--- config.mk ---
export PLATFORM = sky130hd
export DESIGN_NAME = relu2_frame_sequencer
export DESIGN_NICKNAME = d
export VERILOG_FILES = /design/src/rtl/layer2_pkg.sv /design/src/rtl/pix_pos_counter.sv /design/src/rtl/relu2_frame_sequencer.sv
export SDC_FILE = /design/constraint.sdc
export NUM_CORES = 1
export LEC_CHECK = 0
export BUFFER_PORTS_ARGS = -buffer_cell sky130_fd_sc_hd__buf_2
export CORE_ASPECT_RATIO = 1.5
export CORE_MARGIN = 3
export CORE_UTILIZATION = 45
export CTS_BUF_LIST = sky130_fd_sc_hd__clkbuf_8
export DETAILED_ROUTE_END_ITERATION = 7
export PLACE_DENSITY = 0.7
export SYNTH_ARGS = -nofsm -noshare
export SYNTH_HDL_FRONTEND = slang
export SYNTH_SLANG_ARGS = --single-unit
--- constraint.sdc ---
create_clock -name clk -period 3.5 [get_ports clk]
set_clock_uncertainty 0.05 [all_clocks]
set_input_delay 0.175 -clock clk [delete_from_list [all_inputs] [get_ports clk]]
set_output_delay 0.175 -clock clk [all_outputs]
set_load 0.02 [all_outputs]
--- src/rtl/layer2_pkg.sv ---
// layer2_pkg: shared states and geometry for the layer-2 frame controllers
package layer2_pkg;
  typedef enum logic [1:0] {IDLE, RUN, DRAIN, DONE} seq_state_t;
  localparam int L2_W = 13;
  localparam int L2_H = 17;
  localparam int L2_PIX = L2_W * L2_H;
endpackage

--- src/rtl/pix_pos_counter.sv ---
// pix_pos_counter: column/row raster position counter with clear, enable and last-pixel flag
module pix_pos_counter #(
  parameter int W = 13,
  parameter int H = 17
) (
  input  logic                 clk,
  input  logic                 rst,
  input  logic                 i_clr,
  input  logic                 i_en,
  output logic [$clog2(W)-1:0] o_col,
  output logic [$clog2(H)-1:0] o_row,
  output logic                 o_last
);
  logic [$clog2(W)-1:0] r_col;
  logic [$clog2(H)-1:0] r_row;
  logic w_col_end, w_row_end;
  assign w_col_end = r_col == ($clog2(W))'(W - 1);
  assign w_row_end = r_row == ($clog2(H))'(H - 1);
  assign o_col = r_col;
  assign o_row = r_row;
  assign o_last = w_col_end & w_row_end;
  always_ff @(posedge clk) begin
    if (rst || i_clr) begin
      r_col <= '0;
      r_row <= '0;
    end else if (i_en) begin
      r_col <= w_col_end ? '0 : r_col + 1'b1;
      r_row <= w_col_end ? (w_row_end ? '0 : r_row + 1'b1) : r_row;
    end
  end
endmodule

--- src/rtl/relu2_frame_sequencer.sv ---
// relu2_frame_sequencer: frame controller feeding the layer-2 ReLU and tracking its returned beats
module relu2_frame_sequencer
  import layer2_pkg::*;
#(
  parameter int IMAGE_WIDTH  = L2_W,
  parameter int IMAGE_HEIGHT = L2_H,
  parameter int PIPE_LAT     = 1
) (
  input  logic                            clk,
  input  logic                            rst,
  input  logic                            start,
  input  logic                            abort,
  input  logic                            src_valid,
  output logic                            src_ready,
  output logic                            relu_valid_in,
  input  logic                            relu_valid_out,
  output logic [$clog2(IMAGE_WIDTH)-1:0]  col,
  output logic [$clog2(IMAGE_HEIGHT)-1:0] row,
  output logic                            first_pix,
  output logic                            last_pix,
  output logic                            busy,
  output logic                            frame_done,
  output logic                            err_overflow
);
  localparam int TOTAL = IMAGE_WIDTH * IMAGE_HEIGHT;
  localparam int NW = $clog2(TOTAL + 1);
  seq_state_t r_state, w_next;
  logic [NW-1:0] r_in_cnt, r_out_cnt, w_in_nxt, w_out_nxt;
  logic w_ret, w_done, w_last, w_clr, r_frame_done, r_err;
  assign src_ready = r_state == RUN;
  assign relu_valid_in = src_valid & src_ready;
  assign busy = r_state != IDLE;
  assign w_ret = relu_valid_out & (r_state == RUN || r_state == DRAIN);
  assign w_in_nxt = r_in_cnt + NW'(relu_valid_in);
  assign w_out_nxt = r_out_cnt + NW'(w_ret && r_out_cnt != '1);
  assign w_done = w_out_nxt >= NW'(TOTAL);
  assign w_clr = abort || r_state == IDLE;
  assign first_pix = relu_valid_in && col == '0 && row == '0;
  assign last_pix = relu_valid_in & w_last;
  assign frame_done = r_frame_done;
  assign err_overflow = r_err;
  pix_pos_counter #(.W(IMAGE_WIDTH), .H(IMAGE_HEIGHT)) u_pos (
    .clk   (clk),
    .rst   (rst),
    .i_clr (w_clr),
    .i_en  (relu_valid_in),
    .o_col (col),
    .o_row (row),
    .o_last(w_last)
  );
  always_comb begin
    w_next = r_state;
    case (r_state)
      IDLE:    w_next = start ? RUN : IDLE;
      RUN:     w_next = last_pix ? (w_done ? DONE : DRAIN) : RUN;
      DRAIN:   w_next = w_done ? DONE : DRAIN;
      default: w_next = IDLE;
    endcase
    if (abort) w_next = IDLE;
  end
  always_ff @(posedge clk) begin
    if (rst) begin
      r_state      <= IDLE;
      r_in_cnt     <= '0;
      r_out_cnt    <= '0;
      r_frame_done <= 1'b0;
      r_err        <= 1'b0;
    end else begin
      r_state      <= w_next;
      r_in_cnt     <= w_clr ? '0 : w_in_nxt;
      r_out_cnt    <= w_clr ? '0 : w_out_nxt;
      r_frame_done <= w_next == DONE;
      if (r_state == IDLE && start && !abort) r_err <= 1'b0;
      else if (w_ret && r_out_cnt >= w_in_nxt) r_err <= 1'b1;
    end
  end
  a_drain_depth: assert property (@(posedge clk) disable iff (rst)
    r_state == DRAIN |-> int'(r_out_cnt) + PIPE_LAT >= TOTAL);
  a_done_complete: assert property (@(posedge clk) disable iff (rst)
    r_frame_done |-> int'(r_out_cnt) >= TOTAL);
endmodule
Word level (Yosys, flattened, before mapping)
Cells that the tools add are included.
{"block": "classes", "addsub": 4, "magnitude_cmp": 2, "n_eq_ne": 6, "n_mux": 7, "bitwise_logic": 4, "n_reduce_logical": 17}
{"cell": "8-bit by 1-bit adder with 8-bit output", "n": 2}
{"cell": "8-bit >= comparator", "n": 1}
{"cell": "8-bit >= comparator, second input constant", "n": 1}
{"cell": "8-bit != test, second input constant", "n": 1}
{"cell": "1-bit logical AND", "n": 6}
{"cell": "2-bit one-hot mux with 3 select lines", "n": 1}
{"cell": "5-bit by 1-bit adder with 5-bit output, second input constant", "n": 1}
{"cell": "5-bit equality test, second input constant", "n": 1}
{"cell": "5-bit zero test", "n": 1}
{"cell": "5-bit two-way mux", "n": 1}
{"cell": "4-bit by 1-bit adder with 4-bit output, second input constant", "n": 1}
{"cell": "1-bit AND", "n": 4}
{"cell": "2-bit equality test, second input constant", "n": 2}
{"cell": "4-bit equality test, second input constant", "n": 1}
{"cell": "4-bit zero test", "n": 1}
{"cell": "2-bit two-way mux", "n": 2}
{"cell": "4-bit two-way mux", "n": 1}
{"cell": "2-bit OR reduction", "n": 2}
{"cell": "1-bit logical OR", "n": 3}
{"cell": "2-bit by 1-bit equality test with 1-bit output, second input constant", "n": 1}
{"cell": "2-bit zero test", "n": 1}
{"cell": "1-bit two-way mux", "n": 2}
{"cell": "2-bit AND reduction", "n": 1}
{"cell": "2-bit nonzero test", "n": 1}
{"cell": "1-bit zero test", "n": 1}
{"block": "totals", "register_bits": 29, "input_bits": 6, "output_inout_bits": 16, "wordCells": 47}

Longest topological paths before layout
{"block": "logic_depth", "word_depth": 11, "mapped_depth": 14, "mapped_depth_nobuf": 13}

Cells and area by module
A second synthesis with hierarchy kept.
{"block": "unflattened", "hier_cells": 189, "hier_area_um2": 1657.8}
{"module": "relu2_frame_sequencer", "n_inst": 1, "cells_per_inst": 135, "area_each_um2": 1179.9, "seq_area_each_um2": 400.4}
{"module": "pix_pos_counter", "n_inst": 1, "cells_per_inst": 54, "area_each_um2": 478.0, "seq_area_each_um2": 180.2}

Worst setup path after synthesis
Ideal clock, no wire load.
{"block": "synth_timing", "kind": "reg2reg", "from": "reg r_state[1]", "to": "reg r_err (netlist: err_overflow)", "setup_time_ps": 122, "arrival_time_ps": 2891, "required_time_ps": 3328, "setup_slack_ps": 437, "stages_incl_launch_ff": 15, "n_path_buf": 1, "synth_period_minus_slack_ps": 3063, "cell_sequence": "dfxtp_1 inv_1 ha_1 and2_1 buf_2 ha_1 ha_1 and3_1 nand3_1 xor2_1 ha_1 a21o_1 a211o_1 a211oi_1 nor3_1"}
{"block": "synth_via", "elab_chain_cells": 5, "word_cells_on_any_way": 12, "classes_between": "add/sub (1); order compare (1); eq/ne (2); bitwise (2); reduce/logical (6)"}
{"item": "start: declaration", "line": "relu2_frame_sequencer.sv:27", "text": "seq_state_t r_state, w_next;"}
{"item": "start signal: assignment", "line": "relu2_frame_sequencer.sv:69", "text": "r_state <= w_next;"}
{"item": "2-bit by 1-bit equality test with 1-bit output", "line": "relu2_frame_sequencer.sv:30", "text": "assign src_ready = r_state == RUN;"}
{"item": "via src_ready", "line": "relu2_frame_sequencer.sv:14", "text": "output logic src_ready,"}
{"item": "1-bit AND", "line": "relu2_frame_sequencer.sv:31", "text": "assign relu_valid_in = src_valid & src_ready;"}
{"item": "via relu_valid_in", "line": "relu2_frame_sequencer.sv:15", "text": "output logic relu_valid_in,"}
{"item": "8-bit by 1-bit adder with 8-bit output", "line": "relu2_frame_sequencer.sv:34", "text": "assign w_in_nxt = r_in_cnt + NW'(relu_valid_in);"}
{"item": "8-bit >= comparator", "line": "relu2_frame_sequencer.sv:74", "text": "else if (w_ret && r_out_cnt >= w_in_nxt) r_err <= 1'b1;"}
{"item": "1-bit logical AND", "line": "relu2_frame_sequencer.sv:74"}
{"item": "end signal: assignment", "line": "relu2_frame_sequencer.sv:67", "text": "r_err <= 1'b0;"}
{"item": "end signal: assignment", "line": "relu2_frame_sequencer.sv:73", "text": "if (r_state == IDLE && start && !abort) r_err <= 1'b0;"}
{"item": "end signal: assignment", "line": "relu2_frame_sequencer.sv:74"}
{"item": "end: declaration", "line": "relu2_frame_sequencer.sv:29", "text": "logic w_ret, w_done, w_last, w_clr, r_frame_done, r_err;"}
The timed path passes the listed nets, and every way through them passes these cells.
A chain may end at the register's enable or synchronous reset.

Final worst setup path
{"block": "layout_timing", "from": "reg r_state[1]", "to": "reg r_err (netlist: err_overflow)"}
{"block": "layout_via", "elab_chain_cells": 5, "word_cells_on_any_way": 12, "classes_between": "add/sub (1); order compare (1); eq/ne (2); bitwise (2); reduce/logical (6)"}
{"item": "2-bit by 1-bit equality test with 1-bit output", "line": "relu2_frame_sequencer.sv:30, relu2_frame_sequencer.sv:33"}
{"item": "1-bit AND", "line": "relu2_frame_sequencer.sv:31"}
{"item": "8-bit by 1-bit adder with 8-bit output", "line": "relu2_frame_sequencer.sv:34"}
{"item": "8-bit >= comparator", "line": "relu2_frame_sequencer.sv:74"}
{"item": "1-bit logical AND", "line": "relu2_frame_sequencer.sv:74"}
Parallel ways exist; a longest one is shown, timed or not.

==> qor.csv <==
stage,metric,value,unit
synth,"EDFF count, synth",0,
routing,DRT antenna net count,0,
setup_path,Crit Path Category,flip-flop to flip-flop,
setup_path,WP data arrival,3220,ps
run,maxcap violations,0,
die,row cnt,25,
synth,Mapped Cells,162,
pwr,PwrDens,351.1,nW/um2
setup_path,Crit path largest cell delay,360,ps
cts,CTS Root Cell,clkbuf_8,
place,GP Congestion,0.8735,
final_layout,# fillers,319,
synth,post-synthesis sequential area ratio,38.35,%
synth,"Cell Area, Synth",1514,um2
routing,DRT Pass-1 Iters,4,
routing,vias,1201,
pwr,Pwr Total,607.9,uW
setup_path,Worst path slowest cell,dfxtp_1,
setup_path,"critical path, cell by cell","inv_1, ha_1, and2_1, ha_1, ha_1, and3_1, nand3_1, xor2_1, ha_1, a21o_1, a211o_1, a211oi_1, nor3_1",
routing,Via density,5.291,
setup_path,CP top delay family,adder cells,
cts,TritonCTS clock tree,built,
pwr,Worst VDD drop,0.2204,mV
global_routing,met3 Track Usage GR,5.243,%
sta,measured slew at the worst slew-check pin,625.2,ps
routing,1st-iter DRT viols,14,
cts,Clock transition at path regs,60,ps
die,die height,77.04,um
sta,final hold vios,0,
global_routing,largest net degree at the start of global routing,19,
sta,max frequency,0.3216,GHz
die,Core Footprint,3191,um2
outcome,run status,"finished, final reports clean",
synth,synthesis warning total,0,
final_layout,# diodes,0,
cts,CTS buffer count,5,
place,port buffer count,21,
sta,Setup TNS Final,0,ps
final_layout,final net count,212,
setup_path,Worst Path Buf+Inv,1,
routing,Remaining DRCs,0,
global_routing,initial antenna violation count,0,
synth,average size of a mapped cell,9.345,um2
final_layout,Area Overhead vs Synth,14.38,%
global_routing,GR Util met2,30.47,%
final_layout,"commonest non-fill, non-tap cell in the layout",dfxtp_1,
global_routing,first-pass GRT wire length,5.250,mm
global_routing,vias in the first global route,1231,
sta,period utilization,88.85,%
setup_path,Required @ worst endpoint,3610,ps
global_routing,gr ovfl total,0,
sta,minimum clock period,3110,ps
cts,clock sink total,29,
global_routing,GRT busiest layer,met2,
die,Die ar.,4111,um2
sta,Final Max Slew Viols,0,
die,I/O pins,22,
global_routing,met1 GRT Util,17.15,%
cts,hold_buf cts,0,
cts,later-pin clock latency in the skew report,280,ps
synth,Yosys reg bits,29,
global_routing,gr usage total,17.41,%
sta,RSZ-0062 raised after global routing,false,
routing,WL/cell,13.43,um
place,HPWL Detailed,2.416,mm
synth,Main synth FF type,dfxtp_1,
cts,Clock Path Buffers,2,
synth,syn_nets,188,
setup_path,Critical Path Source Type,flip-flop,
pwr,Pleak,0.7583,nW
setup_path,most used cell along the critical path,ha_1,
setup_path,CP endpoint kind,flip-flop,
cts,"Setup Fix Bufs, Post-CTS",0,
sta,setup violators final,0,
routing,DRT Wirelength,3.048,mm
setup_path,crit-path max FO,8,
die,Die Width,53.36,um
synth,Netlist cell types,34,
sta,Slew Limit Headroom,58.32,%
min_path,min-delay worst type,input pin to flip-flop,
final_layout,"commonest cells after routing, fill and taps aside","29 x dfxtp_1, 23 x nor2_1, 21 x buf_2",
synth,"Async S/R FF share, synth",0,%
cts,htree depth,2,
final_layout,layout cells sized above 1,16.58,%
die,Initial Util,47.45,%
cts,PostCTS Resize Cnt,0,
[metal layers]
metal  wire, um  up-vias
li1           -      603
met1       1179      568
met3        125        8
met2       1648       22
met5          0        -
met4         94        0
[worst paths after layout]
| kind | startpoint | to | slack, ps | depth (start not counted) |
|---|---|---|---|---|
| max | r_state[1] | err_overflow | 390 | 13 |
| min | abort | r_state[1] | 180 | 3 |
| max reg2reg | r_state[1] | err_overflow | 390 | 13 |
| min reg2reg | r_in_cnt[7] | r_in_cnt[7] | 480 | 2 |
[cells in the mapped netlist, types with 2 or more instances]
| cell type | instances | area share [%] |
|---|---|---|
| buf_2 | 2 | 0.66 |
| inv_1 | 10 | 2.5 |
| clkbuf_1 | 2 | 0.50 |
| mux2i_1 | 2 | 1.3 |
| xor2_1 | 14 | 8.1 |
| nor2_1 | 23 | 5.7 |
| nor3_1 | 5 | 1.7 |
| o21ai_0 | 2 | 0.66 |
| xnor2_1 | 5 | 2.9 |
| and3_1 | 2 | 0.83 |
| dfxtp_1 | 29 | 38 |
| or3_1 | 2 | 0.83 |
| nand4_1 | 5 | 2.1 |
| a211oi_1 | 2 | 0.99 |
| ha_1 | 20 | 17 |
| and2_1 | 4 | 1.7 |
| and4_1 | 2 | 1.2 |
| nand3_1 | 6 | 2.0 |
| nand2_1 | 7 | 1.7 |
| a21o_1 | 4 | 2.0 |
[cell families (layout without fill, tap and decap cells)]
| family | Yosys count | count (layout) | share of synthesized area [%] |
|---|---|---|---|
| xor+xnor | 19 | 19 | 10.99 |
| flops | 29 | 29 | 38.35 |
| simple gates | 62 | 62 | 20.66 |
| buf+inv | 14 | 39 | 3.637 |
| mux | 3 | 3 | 2.066 |
| compound gates | 15 | 15 | 7.768 |
| fa+ha+maj | 20 | 20 | 16.53 |
[power by group]
| group | internal, mW | switching [mW] | leakage (nW) |
|---|---|---|---|
| Combinational | 0.00849 | 0.0136 | 0.473 |
| Clock | 0.132 | 0.122 | 0.0519 |
| Sequential | 0.331 | 0.00104 | 0.234 |
[per-stage QoR]
| step | hold slack [ps] | instances | utilization (%) | setup WS, ps | instance area (um2) |
|---|---|---|---|---|---|
| 2_1_floorplan | 303.5 | 162 | - | 437.3 | 1514 |
| 6_report | 177.2 | 227 | 54.27 | 390.3 | 1732 |
| 3_5_place_dp | 466.5 | 219 | 51.76 | 405.9 | 1652 |
| 5_1_grt | 194.0 | 227 | 54.27 | 132.1 | 1732 |
| 3_3_place_gp | 451.8 | 219 | 51.76 | 513.9 | 1652 |
| 4_1_cts | 168.7 | 227 | 54.27 | 399.4 | 1732 |
[final cells by class]
type,count,area (um2),share of cell area [%]
clock inverter,3,11.26,0.6503
clock buffer,5,68.82,3.974
tap,40,50.05,2.890
inverter,10,37.54,2.168
timing repair buffer,21,105.1,6.069
multi-input combinational,119,878.3,50.72
sequential,29,580.6,33.53
[tightest hold or removal path: stages]
cell and delay [ps]:
buf_2 100, or2_2 140, nor2_1 50
[state kept, by name, summed over array words and instances, names as in the netlist]
register / flops
frame_done: 1
u_pos.o_col: 4
err_overflow: 1
r_state: 2
r_in_cnt: 8
u_pos.o_row: 5
r_out_cnt: 8
(Power assumes the default switching activity.)
